### src/rtl/ps2_rx_framer_pkg.sv
// Shared definitions for the PS/2 receive framer: state encoding, frame geometry
// and the capture register field map.
// Latency: n/a (types and constants only). Backpressure: n/a.
package ps2_rx_framer_pkg;

    typedef enum logic [1:0] {
        ST_IDLE  = 2'd0,
        ST_RECV  = 2'd1,
        ST_CHECK = 2'd2
    } state_t;

    localparam int FRAME_LEN = 11;
    localparam int CNT_W     = 4;

    // Capture register is shifted left, so the first bit on the wire (start)
    // ends up in the MSB and the stop bit in bit 0.
    localparam int CAP_START = 10;
    localparam int CAP_D_MSB = 9;   // first data bit received (byte bit 0)
    localparam int CAP_D_LSB = 2;   // last data bit received (byte bit 7)
    localparam int CAP_PAR   = 1;
    localparam int CAP_STOP  = 0;

    function automatic logic [7:0] bit_reverse8(input logic [7:0] v);
        logic [7:0] r;
        for (int i = 0; i < 8; i++) begin
            r[i] = v[7-i];
        end
        return r;
    endfunction

endpackage

### src/rtl/ps2_rx_framer_if.sv
// Output bundle of the PS/2 receive framer: bit strobe, byte result and status.
// Latency: n/a (wires only). Backpressure: none; every signal is a strobe or level.
// master drives the bundle (framer), slave observes it (shift register / decode).
interface ps2_rx_framer_if;
    logic       o_bit_en;   // one-cycle pulse per sampled frame bit
    logic       o_bit_dat;  // bit sampled with o_bit_en
    logic [7:0] o_data;     // last good byte, bit 0 = first data bit
    logic       o_valid;    // one-cycle pulse when o_data updates
    logic       o_err;      // one-cycle pulse on parity/stop/timeout error
    logic       o_busy;     // frame in progress

    modport master (
        output o_bit_en, o_bit_dat, o_data, o_valid, o_err, o_busy
    );

    modport slave (
        input  o_bit_en, o_bit_dat, o_data, o_valid, o_err, o_busy
    );
endinterface

### src/rtl/ps2_pin_filter.sv
// PS/2 pin conditioning: synchronizers, level filter on the clock, falling-edge pulse.
// Latency: clock edge pulse ~SYNC_STAGES+FILTER_LEN+1 cycles after the pin falls.
// Backpressure: none; o_clk_fall is a free-running one-cycle pulse.
// Ports: clk, i_sclr_n (sync, active-low), i_ps2_clk/i_ps2_dat raw pins,
//        o_clk_fall edge pulse, o_dat_sync synchronized data pin.
module ps2_pin_filter #(
    parameter int SYNC_STAGES = 2,
    parameter int FILTER_LEN  = 4
) (
    input  logic clk,
    input  logic i_sclr_n,
    input  logic i_ps2_clk,
    input  logic i_ps2_dat,
    output logic o_clk_fall,
    output logic o_dat_sync
);

    localparam int FCW = $clog2(FILTER_LEN + 1);

    logic [SYNC_STAGES-1:0] clk_sync;
    logic [SYNC_STAGES-1:0] dat_sync;
    logic [FCW-1:0]         flt_cnt;
    logic                   clk_filt;
    logic                   clk_filt_d;

    always_ff @(posedge clk) begin
        if (!i_sclr_n) begin
            clk_sync   <= '1;
            dat_sync   <= '1;
            flt_cnt    <= '0;
            clk_filt   <= 1'b1;
            clk_filt_d <= 1'b1;
        end else begin
            clk_sync   <= {clk_sync[SYNC_STAGES-2:0], i_ps2_clk};
            dat_sync   <= {dat_sync[SYNC_STAGES-2:0], i_ps2_dat};
            clk_filt_d <= clk_filt;
            // Count consecutive samples that disagree with the filtered level;
            // any agreeing sample restarts the run, so short glitches vanish.
            if (clk_sync[SYNC_STAGES-1] == clk_filt) begin
                flt_cnt <= '0;
            end else if (flt_cnt == FCW'(FILTER_LEN - 1)) begin
                clk_filt <= clk_sync[SYNC_STAGES-1];
                flt_cnt  <= '0;
            end else begin
                flt_cnt <= flt_cnt + 1'b1;
            end
        end
    end

    assign o_clk_fall = clk_filt_d & ~clk_filt;
    assign o_dat_sync = dat_sync[SYNC_STAGES-1];

endmodule

### src/rtl/ps2_rx_framer.sv
// PS/2 device-to-host framer: collects 11-bit characters, checks parity/stop, emits bytes.
// Latency: o_bit_en at E+1 of each clock edge E; o_valid/o_err at E+2 of the stop edge.
// Backpressure: none; results are one-cycle strobes that the consumer must take.
// Ports: clk, i_sclr_n (sync, active-low), i_ps2_clk/i_ps2_dat raw pins,
//        rx (master) carrying o_bit_en, o_bit_dat, o_data, o_valid, o_err, o_busy.
module ps2_rx_framer
    import ps2_rx_framer_pkg::*;
#(
    parameter int SYNC_STAGES    = 2,
    parameter int FILTER_LEN     = 4,
    parameter int TIMEOUT_CYCLES = 50000
) (
    input  logic              clk,
    input  logic              i_sclr_n,
    input  logic              i_ps2_clk,
    input  logic              i_ps2_dat,
    ps2_rx_framer_if.master   rx
);

    localparam int TOW = $clog2(TIMEOUT_CYCLES + 1);

    logic clk_fall;
    logic dat_s;

    ps2_pin_filter #(
        .SYNC_STAGES (SYNC_STAGES),
        .FILTER_LEN  (FILTER_LEN)
    ) u_pin_filter (
        .clk        (clk),
        .i_sclr_n   (i_sclr_n),
        .i_ps2_clk  (i_ps2_clk),
        .i_ps2_dat  (i_ps2_dat),
        .o_clk_fall (clk_fall),
        .o_dat_sync (dat_s)
    );

    state_t                 state_q, state_d;
    logic [CNT_W-1:0]       cnt_q, cnt_d;
    logic [FRAME_LEN-1:0]   cap_q, cap_d;
    logic [TOW-1:0]         to_q, to_d;
    logic                   bit_en_q, bit_en_d;
    logic                   bit_dat_q, bit_dat_d;
    logic [7:0]             data_q, data_d;
    logic                   valid_q, valid_d;
    logic                   err_q, err_d;
    logic                   frame_ok;

    // Odd parity over data+parity, stop high, start low.
    assign frame_ok = ~cap_q[CAP_START] & cap_q[CAP_STOP] & (^cap_q[CAP_D_MSB:CAP_PAR]);

    always_ff @(posedge clk) begin
        if (!i_sclr_n) begin
            state_q   <= ST_IDLE;
            cnt_q     <= '0;
            cap_q     <= '0;
            to_q      <= '0;
            bit_en_q  <= 1'b0;
            bit_dat_q <= 1'b0;
            data_q    <= '0;
            valid_q   <= 1'b0;
            err_q     <= 1'b0;
        end else begin
            state_q   <= state_d;
            cnt_q     <= cnt_d;
            cap_q     <= cap_d;
            to_q      <= to_d;
            bit_en_q  <= bit_en_d;
            bit_dat_q <= bit_dat_d;
            data_q    <= data_d;
            valid_q   <= valid_d;
            err_q     <= err_d;
        end
    end

    always_comb begin
        state_d   = state_q;
        cnt_d     = cnt_q;
        cap_d     = cap_q;
        to_d      = to_q;
        bit_en_d  = 1'b0;
        bit_dat_d = bit_dat_q;
        data_d    = data_q;
        valid_d   = 1'b0;
        err_d     = 1'b0;

        unique case (state_q)
            ST_IDLE: begin
                to_d = '0;
                // Only a low data bit on the edge is a start bit.
                if (clk_fall && !dat_s) begin
                    state_d   = ST_RECV;
                    cnt_d     = CNT_W'(1);
                    cap_d     = {cap_q[FRAME_LEN-2:0], dat_s};
                    bit_en_d  = 1'b1;
                    bit_dat_d = dat_s;
                end
            end
            ST_RECV: begin
                to_d = to_q + 1'b1;
                // Timeout has priority over an edge arriving in the same cycle.
                if (to_q == TOW'(TIMEOUT_CYCLES)) begin
                    err_d   = 1'b1;
                    cnt_d   = '0;
                    to_d    = '0;
                    state_d = ST_IDLE;
                end else if (clk_fall) begin
                    cap_d     = {cap_q[FRAME_LEN-2:0], dat_s};
                    cnt_d     = cnt_q + 1'b1;
                    to_d      = '0;
                    bit_en_d  = 1'b1;
                    bit_dat_d = dat_s;
                    if (cnt_q + 1'b1 == CNT_W'(FRAME_LEN)) begin
                        state_d = ST_CHECK;
                    end
                end
            end
            ST_CHECK: begin
                cnt_d   = '0;
                state_d = ST_IDLE;
                if (frame_ok) begin
                    data_d  = bit_reverse8(cap_q[CAP_D_MSB:CAP_D_LSB]);
                    valid_d = 1'b1;
                end else begin
                    err_d = 1'b1;
                end
            end
            default: begin
                state_d = ST_IDLE;
                cnt_d   = '0;
            end
        endcase
    end

    assign rx.o_bit_en  = bit_en_q;
    assign rx.o_bit_dat = bit_dat_q;
    assign rx.o_data    = data_q;
    assign rx.o_valid   = valid_q;
    assign rx.o_err     = err_q;
    assign rx.o_busy    = (state_q != ST_IDLE);

endmodule
### src/flat_wrapper.sv
// flat-port wrapper written by rule: the top's interface ports become plain ports
module ps2_rx_framer_flat import ps2_rx_framer_pkg::*;
#(
    parameter int SYNC_STAGES    = 2,
    parameter int FILTER_LEN     = 4,
    parameter int TIMEOUT_CYCLES = 50000
)
  (clk, i_sclr_n, i_ps2_clk, i_ps2_dat, rx_o_bit_en, rx_o_bit_dat, rx_o_data, rx_o_valid, rx_o_err, rx_o_busy);
  ps2_rx_framer_if rx_i ();
  input  logic clk;
  input  logic i_sclr_n;
  input  logic i_ps2_clk;
  input  logic i_ps2_dat;
  output wire logic [$bits(rx_i.o_bit_en)-1:0] rx_o_bit_en;
  output wire logic [$bits(rx_i.o_bit_dat)-1:0] rx_o_bit_dat;
  output wire logic [$bits(rx_i.o_data)-1:0] rx_o_data;
  output wire logic [$bits(rx_i.o_valid)-1:0] rx_o_valid;
  output wire logic [$bits(rx_i.o_err)-1:0] rx_o_err;
  output wire logic [$bits(rx_i.o_busy)-1:0] rx_o_busy;
  assign rx_o_bit_en = rx_i.o_bit_en;
  assign rx_o_bit_dat = rx_i.o_bit_dat;
  assign rx_o_data = rx_i.o_data;
  assign rx_o_valid = rx_i.o_valid;
  assign rx_o_err = rx_i.o_err;
  assign rx_o_busy = rx_i.o_busy;
  ps2_rx_framer #(.SYNC_STAGES(SYNC_STAGES), .FILTER_LEN(FILTER_LEN), .TIMEOUT_CYCLES(TIMEOUT_CYCLES)) u_core (.clk(clk), .i_sclr_n(i_sclr_n), .i_ps2_clk(i_ps2_clk), .i_ps2_dat(i_ps2_dat), .rx(rx_i));
endmodule
### config.mk
export PLATFORM = sky130hd
export DESIGN_NAME = ps2_rx_framer_flat
export DESIGN_NICKNAME = d
export VERILOG_FILES = /design/src/rtl/ps2_rx_framer_pkg.sv /design/src/rtl/ps2_rx_framer_if.sv /design/src/rtl/ps2_pin_filter.sv /design/src/rtl/ps2_rx_framer.sv /design/src/flat_wrapper.sv
export SDC_FILE = /design/constraint.sdc
export NUM_CORES = 1
export LEC_CHECK = 0
export ABC_CLOCK_PERIOD_IN_PS = 3750
export CAP_MARGIN = 20
export CORE_MARGIN = 4
export CORE_UTILIZATION = 50
export CTS_CLUSTER_SIZE = 40
export DETAILED_ROUTE_END_ITERATION = 10
export GPL_ROUTABILITY_DRIVEN = 0
export HOLD_SLACK_MARGIN = 0.15
export PLACE_DENSITY = 0.77
export SLEW_MARGIN = 20
export SYNTH_ARGS = -nofsm -noshare
export SYNTH_HDL_FRONTEND = slang
export SYNTH_HIERARCHICAL = 1
export SYNTH_SLANG_ARGS = --single-unit
### constraint.sdc
create_clock -name clk -period 3.75 [get_ports clk]
set_clock_uncertainty 0.15 [all_clocks]
set_input_delay 1.125 -clock clk [delete_from_list [all_inputs] [get_ports clk]]
set_output_delay 1.125 -clock clk [all_outputs]
set_load 0.03 [all_outputs]
==> impl_metrics.yaml, run 1 <==
clocking:
  clock_latency_ns: 0.31
  clock_path_buffers: 2
  cts_buffers: 5
  cts_setup_buffers: 0
  cts_num_sinks: 53
  cts_tree: "built"
  ctsResizeCount: 0
  htree_levels: 2
  root_buffer: "clkbuf_8"
  clkSlewWorstSetupHoldPaths_ns: 0.10
  hold_buffers: 0
logic_synthesis:
  synth_edf_count: 0
  synthCells: 271
  yosys.cell_types.count: 53
  synth_top_cell_area_share_pct: 41.94
  synthesis.area_um2: 2530
  synth_ff_type: "dfxtp_1"
  async_flop_share_pct: 0
  yosysSeqAreaShare_pct: 41.94
  synth_area_leaders: "dfxtp_1, mux2i_1, ha_1, nor2_1, nand2_1"
  synthTopCellsByCount: "dfxtp_1, nor2_1, nand2_1"
  synth_nets: 284
  synth_seq_cells: 53
  synth_warnings: 6
  yosys.area.top_type: "dfxtp_1"
  avgSynthCellArea_um2: 9.336
  yosysMostFrequentCell: "dfxtp_1"
worst_setup_path:
  crit_path_frequent_cell: "inv_1"
  critical_path_depth: 4
  worstPathRequired_ns: 2.47
  critical_path_arrival_ns: 1.83
  r2r_cells: 7
  cp_cell_sequence: "inv_1, ha_1, inv_1, clkdlybuf4s50_1"
  crit_family: "buffers and inverters"
  worst_setup_path_end_kind: "primary output"
  crit_buf_inv: 3
  slowest_delay_ns: 0.68
  worstSetupPathType: "flop to primary output"
  cp_max_fo: 6
  cp_slowest_cell: "clkdlybuf4s50_1"
  start_kind: "flop"
  r2r-start: "u_core/state_q[0]$_SDFFE_PN0P_"
  rrSetupSlack_ns: 1.20
  rr_endpoint: "u_core/cap_q[0]$_SDFFE_PN0P_"
final_layout:
  fill_cells: 439
  utilization_pct: 58.70
  drive_gt1_share_pct: 9.408
  finalNetCount: 299
  area_growth_pct: 11.77
  antenna_cells: 0
route:
  vias: 1979
  dr.first_iter.drc_count: 73
  wl_per_cell_um: 12.86
  drcViolationCount: 0
  drtPass1Iterations: 4
  detail-route-antenna-nets: 0
  via_per_inst: 5.590
  drt-total-wl_mm: 4.552
power_and_ir_drop:
  ir_drop_uv: 150.5
  p_total_mw: 0.9076
  p_leak_nw: 0.9462
  power.density_nw_per_um2: 321.0
sta:
  slew_violations: 0
  worstMarginPinSlew_ns: 0.8632
  finalCriticalPeriod_ns: 3.105
  whs_ns: 0.2674
  hold_violations: 0
  setup_viol: 0
  fin_ws_ns: 0.6447
  fmax_ghz: 0.3220
  rsz0062_at_grt: "false"
  setup-tns-final_ns: 0
  period_share_pct: 82.81
  slew_headroom_pct: 42.39
global_route:
  overflow: 0
  grt_pass1_wl_mm: 8.135
  grt.total_usage_pct: 15.94
  antenna_found_initial: 0
  grt_pass1_vias: 1877
  grt_max_degree: 31
die:
  io_pins: 17
  initial_core_util_pct: 52.52
  core_area_um2: 4817
  core.rowCount: 25
  die_height_um: 79.13
  die_w_um: 79.13
  die-area_um2: 6262
place:
  place.port_buffers: 16
  dpl_worst_slack_ns: 0.9554
  dp_hpwl_mm: 3.152
worst_hold_path:
  hold_start: "u_core/u_pin_filter/clk_sync[0]$_SDFF_PN1_"
  min_to: "u_core/u_pin_filter/clk_sync[1]$_SDFF_PN1_"
  hold_path.class: "flop to flop"
  min_path_cells: 1
status:
  status: "finished, final reports clean"
run:
  max_cap_viol_count: 0
-- layer usage --
metal / part of all wire [%] / global-route usage (%)
met1: 49 / 21.24
met2: 46 / 25.59
met3: 3.9 / 2.834
met4: 1.4 / 6.186
met5: 0 / 0
-- worst reg2reg max path, cell delays in order, from the launching register on --
cell      delay (ns)
dfxtp_1         0.37
inv_1           0.07
ha_1            0.26
a21boi_1        0.48
nand2_1         0.13
a21oi_2         0.63
mux2i_1         0.27
nor2_1          0.05
-- area by class of cell --
class	instances	area, µm²	area share [%]
Sequential cell	53	1061	37.52
Timing Repair Buffer	19	182.7	6.460
Multi-Input combinational cell	198	1376	48.67
Inverter	9	33.78	1.195
Tap cell	67	83.83	2.965
Clock inverter	3	21.27	0.7522
Clock buffer	5	68.82	2.434
-- per-stage QoR --
step	std cells	area, µm²
after floorplan	271	2530
after global placement	346	2738
after detailed placement	346	2738
after CTS	354	2828
after global routing	354	2828
final	354	2828
-- worst max-delay path by stage --
| stage | startpoint | slack (ns) | end |
|---|---|---|---|
| after detailed placement | i_sclr_n | 0.96 | u_core/cap_q[8]$_SDFFE_PN0P_ |
| after CTS | u_core/state_q[0]$_SDFFE_PN0P_ | 0.63 | rx_o_busy |
| after floorplan | u_core/state_q[0]$_SDFFE_PN0P_ | 1.60 | rx_o_busy |
| after global routing | u_core/state_q[0]$_SDFFE_PN0P_ | 0.56 | rx_o_busy |
| after global placement | i_sclr_n | 0.96 | u_core/cap_q[5]$_SDFFE_PN0P_ |
| final | u_core/state_q[0]$_SDFFE_PN0P_ | 0.64 | rx_o_busy |
-- registers in the layout, summed over array words and instances, names as in the netlist --
signal and cells:
u_core/to_q 16, u_core/cap_q 11, u_core/rx.o_data 8, u_core/cnt_q 4, u_core/u_pin_filter/flt_cnt 3, u_core/state_q 2, u_core/u_pin_filter/clk_sync 2, u_core/u_pin_filter/dat_sync 2
u_core/rx.o_bit_en 1, u_core/rx.o_err 1, u_core/rx.o_valid 1, u_core/u_pin_filter/clk_filt 1, u_core/u_pin_filter/clk_filt_d 1
-- power breakdown --
| group | leakage [nW] | switching, mW | internal (mW) | total, mW |
|---|---|---|---|---|
| combinational | 0.474 | 0.0113 | 0.00635 | 0.0176 |
| clock | 0.0445 | 0.191 | 0.133 | 0.324 |
| sequential | 0.428 | 0.00101 | 0.565 | 0.566 |
-- cell families after synthesis --
kind of cell	after synthesis	share of synthesized area (%)
AO/OA/AOI/OAI	59	17.01
adder cells (fa/ha/maj)	9	4.451
buffers and inverters	20	3.659
flip-flops	53	41.94
AND/OR/NAND/NOR	107	22.75
multiplexers	13	5.638
XOR/XNOR	10	4.550
-- cells in the final DEF (no fill, tap or decap), types with 3 or more instances in the layout --
| cell | count |
|---|---|
| nand2b_1 | 7 |
| a21oi_1 | 16 |
| o21ai_0 | 14 |
| mux2i_1 | 12 |
| buf_4 | 3 |
| nor3b_1 | 3 |
| inv_1 | 9 |
| and3_1 | 5 |
| o21ai_1 | 3 |
| nor2_1 | 26 |
| nand2_1 | 25 |
| nor3_1 | 4 |
| a311oi_1 | 7 |
| ha_1 | 9 |
| clkdlybuf4s50_1 | 16 |
| nand3_1 | 16 |
| xnor2_1 | 6 |
| nand4_1 | 3 |
| dfxtp_1 | 53 |
| a31oi_1 | 3 |
| clkbuf_8 | 5 |
(Power assumes the default switching activity.)
==> run 2, diff against run 1 <==
- ABC_CLOCK_PERIOD_IN_PS: 3750 -> 3250
- clock period: 3.75 -> 3.25 ns (I/O delays scaled with it)
==> run 2 against run 1 <==
Die area unchanged. Cell count increased by 0.28%. Core utilization increased by 0.86 points. Combinational power increased by 25%. Sequential cell count unchanged. Clock power increased by 39%. Sequential power increased by 15%. First-iteration DRC count increased by 25%. Hold slack improved by 0.00071 ns. Via count increased by 0.40%. Critical endpoint unchanged. Largest cell class unchanged. Largest power group unchanged.
==> impl_metrics.yaml, run 2 (synthesis gave the netlist of run 1 again) <==
sta:
  setup_viol: 0
  fin_ws_ns: 0.2801
  setup-tns-final_ns: 0
  fmax_ghz: 0.3367
  whs_ns: 0.2681
  period_share_pct: 91.38
  hold_violations: 0
  finalCriticalPeriod_ns: 2.970
  slew_headroom_pct: 60.07
  worstMarginPinSlew_ns: 0.5967
  slew_violations: 0
  rsz0062_at_grt: "false"
global_route:
  grt_pass1_wl_mm: 8.397
  antenna_found_initial: 0
  grt.total_usage_pct: 16.66
  overflow: 0
  grt_pass1_vias: 1842
  grt_max_degree: 31
final_layout:
  layoutNonFillerInstCount: 355
  utilization_pct: 59.56
  regMostFlops: "u_core/to_q"
  area_growth_pct: 13.40
  mostFrequentLayoutCells: "dfxtp_1, nor2_1, nand2_1"
  final_area_um2: 2869
  drive_gt1_share_pct: 9.375
  antenna_cells: 0
  finalNetCount: 300
  layout_commonest_cell: "dfxtp_1"
  largest_reg_flops: 16
route:
  wl_met1_mm: 2.330
  detail-route-antenna-nets: 0
  drt-total-wl_mm: 4.668
  wl_per_cell_um: 13.15
  via_per_inst: 5.597
  drtPass1Iterations: 4
  dr.first_iter.drc_count: 91
  drcViolationCount: 0
  wl_met3_um: 169
  vias: 1987
  route.top_layer_used: "met4"
  met2_length_mm: 2.081
clocking:
  ctsResizeCount: 0
  clkSlewWorstSetupHoldPaths_ns: 0.09
  htree_levels: 2
  clock_latency_ns: 0.31
  cts_setup_buffers: 0
  clock_path_buffers: 2
  cts_tree: "built"
  cts_buffers: 5
  root_buffer: "clkbuf_8"
  cts_num_sinks: 53
  hold_buffers: 0
worst_setup_path:
  cp_max_fo: 6
  start_kind: "flop"
  worstPathRequired_ns: 2.12
  worst_setup_path_end_kind: "primary output"
  worstSetupPathType: "flop to primary output"
  critical_path_arrival_ns: 1.84
die:
  io_pins: 17
  core.rowCount: 25
  die_height_um: 79.13
  core_area_um2: 4817
  die_w_um: 79.13
  die-area_um2: 6262
  initial_core_util_pct: 52.52
place:
  dpl_worst_slack_ns: 0.6276
  dp_hpwl_mm: 3.239
  place_inst: 347
  place.port_buffers: 16
  place_area_um2: 2758
power_and_ir_drop:
  p_leak_nw: 0.9671
  ir_drop_uv: 174.4
  p_total_mw: 1.124
  power.density_nw_per_um2: 391.7
worst_hold_path:
  hold_path.class: "flop to flop"
status:
  status: "finished, final reports clean"
run:
  max_cap_viol_count: 0
-- run 2: cell count changes in the layout (fill, tap and decap cells not counted), sizes merged --
cell,previous run,this run
inv,10,9
buf,3,4
clkbuf,5,6
clkinvlp,1,0
bufinv,0,1
-- run 2: routing by layer --
layer | GRT usage, % | up-vias
met1 | 22.18 | 937
met2 | 26.26 | 34
met3 | 3.741 | 9
met5 | 0 | -
met4 | 6.357 | 0
li1 | - | 1007
-- run 2: final cells by class --
cell class / instances / area [µm²]
timing repair buffer: 20 / 202.7
clock inverter: 2 / 38.79
multi-input combinational: 198 / 1376
inverter: 9 / 33.78
fill: 442 / 1948
sequential: 53 / 1061
tap: 67 / 83.83
clock buffer: 6 / 72.57
-- run 2: power by group --
| part | switching [mW] | internal (mW) |
|---|---|---|
| combinational | 0.0131 | 0.00892 |
| clock | 0.218 | 0.231 |
| sequential | 0.00116 | 0.651 |
| total | 0.232 | 0.892 |
-- run 2: critical path, cell delays in order, from the launching register on --
cell and delay (ns):
dfxtp_1 0.37, inv_1 0.07, ha_1 0.27, inv_1 0.14, clkdlybuf4s50_1 0.68
-- run 2: final timing paths --
path | from | to | slack [ns] | cells past startpoint
worst max-delay path | u_core/state_q[0]$_SDFFE_PN0P_ | rx_o_busy | 0.28 | 4
worst min-delay path | u_core/u_pin_filter/clk_sync[0]$_SDFF_PN1_ | u_core/u_pin_filter/clk_sync[1]$_SDFF_PN1_ | 0.27 | 1
worst max register to register | u_core/to_q[0]$_SDFFE_PN0P_ | u_core/to_q[14]$_SDFFE_PN0P_ | 0.90 | 8
worst min register to register | u_core/u_pin_filter/clk_sync[0]$_SDFF_PN1_ | u_core/u_pin_filter/clk_sync[1]$_SDFF_PN1_ | 0.27 | 1
